[src/rtl/add_seq.sv]
// Sequential W-bit adder that reuses one external 4-bit adder stage, one nibble per cycle, LSB first.
// Optional subtract mode (sub port, A + ~B + 1) is enabled by defining ADD_SEQ_SUB_EN.
module add_seq #(
    parameter int unsigned N_NIB = 4
) (
    input  logic                 clk,
    input  logic                 rst,
    input  logic                 in_valid,
    output logic                 in_ready,
    input  logic [4*N_NIB-1:0]   op_a,
    input  logic [4*N_NIB-1:0]   op_b,
    input  logic                 cin,
`ifdef ADD_SEQ_SUB_EN
    input  logic                 sub,
`endif
    output logic [3:0]           add_a,
    output logic [3:0]           add_b,
    output logic                 add_cin,
    input  logic [3:0]           add_s,
    input  logic                 add_cout,
    output logic                 out_valid,
    input  logic                 out_ready,
    output logic [4*N_NIB-1:0]   sum,
    output logic                 cout,
    output logic                 ovf
);

    localparam int unsigned W     = 4 * N_NIB;
    localparam int unsigned IDX_W = (N_NIB > 1) ? $clog2(N_NIB) : 1;

    localparam logic [1:0] IDLE = 2'd0;
    localparam logic [1:0] RUN  = 2'd1;
    localparam logic [1:0] DONE = 2'd2;

    logic [1:0]       state;
    logic [W-1:0]     a_reg;
    logic [W-1:0]     b_reg;   // effective B: already inverted when subtracting
    logic [IDX_W-1:0] idx;
    logic             carry;
    logic             b_inv;
    logic             c_init;

`ifdef ADD_SEQ_SUB_EN
    assign b_inv  = sub;
    assign c_init = sub ? 1'b1 : cin;
`else
    assign b_inv  = 1'b0;
    assign c_init = cin;
`endif

    assign in_ready  = (state == IDLE);
    assign out_valid = (state == DONE);
    assign ovf       = (state == DONE) && (a_reg[W-1] == b_reg[W-1]) && (sum[W-1] != a_reg[W-1]);

    always_comb begin
        add_a   = '0;
        add_b   = '0;
        add_cin = 1'b0;
        if (state == RUN) begin
            add_cin = carry;
            for (int unsigned i = 0; i < N_NIB; i++) begin
                if (idx == IDX_W'(i)) begin
                    add_a = a_reg[4*i +: 4];
                    add_b = b_reg[4*i +: 4];
                end
            end
        end
    end

    always_ff @(posedge clk) begin
        if (rst) begin
            state <= IDLE;
            a_reg <= '0;
            b_reg <= '0;
            idx   <= '0;
            carry <= 1'b0;
            sum   <= '0;
            cout  <= 1'b0;
        end else begin
            case (state)
                IDLE: begin
                    if (in_valid) begin
                        a_reg <= op_a;
                        b_reg <= b_inv ? ~op_b : op_b;
                        carry <= c_init;
                        idx   <= '0;
                        state <= RUN;
                    end
                end
                RUN: begin
                    for (int unsigned i = 0; i < N_NIB; i++) begin
                        if (idx == IDX_W'(i)) begin
                            sum[4*i +: 4] <= add_s;
                        end
                    end
                    carry <= add_cout;
                    if (idx == IDX_W'(N_NIB - 1)) begin
                        cout  <= add_cout;
                        idx   <= '0;
                        state <= DONE;
                    end else begin
                        idx <= idx + 1'b1;
                    end
                end
                DONE: begin
                    if (out_ready) begin
                        state <= IDLE;
                    end
                end
                default: state <= IDLE;
            endcase
        end
    end

endmodule

[config.mk]
export PLATFORM = sky130hd
export DESIGN_NAME = add_seq
export DESIGN_NICKNAME = d
export VERILOG_FILES = /design/src/rtl/add_seq.sv
export SDC_FILE = /design/constraint.sdc
export NUM_CORES = 1
export LEC_CHECK = 0
export ABC_AREA = 0
export CAP_MARGIN = 10
export CORE_MARGIN = 2
export CORE_UTILIZATION = 42
export DETAILED_ROUTE_END_ITERATION = 7
export PLACE_DENSITY = 0.73
export SLEW_MARGIN = 25
export SYNTH_ARGS = -nofsm -noshare
export SYNTH_HDL_FRONTEND = slang
export SYNTH_SLANG_ARGS = --single-unit
[constraint.sdc]
create_clock -name clk -period 1.6 [get_ports clk]
set_input_delay 0.4 -clock clk [delete_from_list [all_inputs] [get_ports clk]]
set_output_delay 0.4 -clock clk [all_outputs]
set_load 0.02 [all_outputs]
==> impl_metrics.py <==
metrics = {
    "status": {
        "status": "complete, but fails checks",
        "violations": "negative setup slack",
    },
    "synthesis": {
        "synth.avg_cell_area_um2": 7.90,
        "synth_top_flop_cell": "dfxtp_1",
        "synthArstFlopShare": 0,
        "synth_nets": 340,
        "synth_seq_cells": 54,
        "synth_edf_count": 0,
        "syn_area_um2": 2320,
        "ys_types": 28,
        "yosys_warnings": 0,
        "synth_cells": 294,
        "ys_seq_area_frac": 0.465,
    },
    "finish": {
        "antennaDiodeCount": 0,
        "final_common_cell": "nand2_1",
        "final_cell_area_um2": 3560,
        "drive_gt1_frac": 0.219,
        "multiInputGateArea_um2": 1310,
        "synthToLayoutAreaGrowth_pct": 53.0,
        "fillers": 467,
        "layout.nets": 424,
        "seqCellArea_um2": 1090,
        "fin_util": 0.654,
        "final_cell_mix": "nand2_1 (84), a21oi_1 (51), dfxtp_1 (50)",
    },
    "cts": {
        "clk-insertion-delay-late_ns": 0.31,
        "htree_num_levels": 2,
        "clkSinkCount": 54,
        "cts.clk_slew.worst_paths_ns": 0.10,
        "cts-root-buf": "clkbuf_8",
        "cts_hold_buf": 0,
        "cts_tree": "yes",
        "cts_buffers": 5,
        "cts_buffer_depth": 2,
    },
    "floorplanning": {
        "fp.dieArea_um2": 6140,
        "rows": 27,
        "core-area_um2": 5440,
        "start_util": 0.427,
        "fp.dieH_um": 78.4,
        "die_w_um": 78.4,
        "io_pins": 71,
    },
    "pwr": {
        "leakage_nw": 1.39,
        "p_per_area_nw_per_um2": 818,
        "peakVddDrop_uv": 543,
    },
    "sta": {
        "slew_headroom": 0.775,
        "finalHoldViolCount": 0,
        "clock_skew_ns": 0.0105,
        "max_freq_ghz": 0.478,
        "rsz0062_at_grt": "true",
        "worst_pin_slew_ns": 0.334,
        "report.final.slew_viol_count": 0,
        "layout_min_cycle_time_ns": 2.09,
        "timing.final.crit_share": 1.31,
        "fin_hold_ws_ns": 0.455,
        "fin_ws_ns": -0.491,
        "finalSetupViolations": 9,
    },
    "min_path": {
        "whs_endpoint": "sum[12]",
        "hold_depth": 2,
        "hp-class": "register to register",
        "worstHoldStart": "sum[12]",
    },
    "setup_path": {
        "path_class": "register to output port",
        "slowest_stage": "dfxtp_4",
        "cp_cell_sequence": "inv_4, ha_4, nor2b_4, buf_6, a221oi_2, o31ai_2, buf_4",
        "r2r_cells": 6,
        "reg2reg_from": "state[1]",
        "r2r_end": "b_reg[10]",
        "cp.arrival_ns": 1.69,
        "regToRegSetupSlack_ns": 0.11,
        "end_kind": "output port",
        "start_kind": "register",
        "critPathRequiredTime_ns": 1.20,
        "worst-path-max-fanout": 5,
        "slowest_delay_ns": 0.38,
    },
    "grt": {
        "antenna_found_initial": 0,
        "first_global_vias": 2319,
        "grt_pass1_wl_um": 10500,
        "grt-ovfl-total": 0,
        "track_usage": 0.213,
        "grt_max_degree": 40,
    },
    "placement": {
        "dpl_cell_area_um2": 3340,
        "dp_hpwl_um": 4450,
        "gp_congestion": 0.803,
        "port_buffers": 70,
    },
    "route": {
        "avgViaCountPerCell": 5.21,
        "num_vias": 2351,
        "drt_first_pass_iters": 4,
        "post_drt_wl_per_cell_um": 14.1,
        "wirelength_um": 6350,
        "drc": 0,
        "first_iter_violations": 69,
        "drtAntennaViolNets": 0,
    },
    "flow_run": {
        "cap_violations": 0,
    },
}
-- synth_stat cells (all sizes together) (4+ instances only) --
master / n / area [um2]
dfxtp: 54 / 1080
nand3: 23 / 115
ha: 4 / 50.1
o31ai: 6 / 45.0
nand3b: 5 / 37.5
buf: 13 / 88.8
nor2b: 4 / 32.5
a221oi: 8 / 70.1
a21oi: 51 / 255
clkbuf: 10 / 37.5
nand2: 84 / 315
o21ai: 8 / 40.0
nor2: 6 / 22.5
-- what timing repair did --
action	CTS	global route
endpoints found under the setup margin	29	24
setup buffers	7	1
gates resized for setup	87	15
pin swaps	3	3
-- metrics by stage --
stage,setup TNS [ns],total power [mW],setup WS (ns),cells
global placement,-12.81,2.02,-0.597,435
CTS,-3.81,2.89,-0.510,450
floorplan,-0.742,1.79,-0.101,294
global route,-4.30,3.03,-0.570,451
finish,-3.75,2.91,-0.491,451
detailed placement,-12.61,2.03,-0.651,435
-- worst max-delay path, delay by kind of cell, from the launching register on --
| family | cells | cell delay (ns) |
|---|---|---|
| AOI/OAI and AO/OA | 2 | 0.30 |
| adders and majority gates | 1 | 0.13 |
| buffers and inverters | 3 | 0.42 |
| DFF | 1 | 0.38 |
| and+or+nand+nor | 1 | 0.15 |
-- where the power goes --
part	internal (mW)	switching (mW)	leakage [nW]	total (mW)
sequential	1.41	0.0479	0.443	1.46
clock	0.398	0.458	0.0544	0.856
combinational	0.301	0.291	0.894	0.592
total	2.11	0.797	1.39	2.91
-- area by class of cell --
class,instances,area share
clock inverters,1,0.00246
multi-input cells,214,0.367
repair buffers,100,0.267
flip-flops and latches,54,0.306
well taps,72,0.0253
inverters,3,0.00457
clock buffers,7,0.0271
-- metal layers --
| layer | vias to the layer above | global-route usage | wire length [um] |
|---|---|---|---|
| met5 | - | 0 | 0 |
| met4 | 0 | 0.0807 | 81 |
| met3 | 10 | 0.0368 | 286 |
| li1 | 1177 | - | - |
| met1 | 1095 | 0.256 | 2880 |
| met2 | 69 | 0.378 | 3100 |
-- worst max path at each step --
| stage | startpoint | to | slack [ns] | cells past startpoint |
|---|---|---|---|---|
| after detailed placement | idx[0] | add_a[3] | -0.65 | 7 |
| after global placement | idx[0] | add_a[3] | -0.60 | 7 |
| final | idx[0] | add_b[1] | -0.49 | 7 |
| after CTS | idx[0] | add_a[3] | -0.51 | 7 |
| after floorplan | idx[1] | add_a[3] | -0.10 | 6 |
| after global routing | idx[1] | add_a[0] | -0.57 | 6 |
-- logic make-up (layout without fill, tap and decap cells) --
family,count (synthesis),after routing,share of synthesized area
compound gates,79,79,0.199
buf+inv,26,111,0.0592
mux,1,1,0.00431
flops,54,54,0.465
simple gates,130,130,0.251
fa+ha+maj,4,4,0.0215
(Power assumes the default switching activity.)
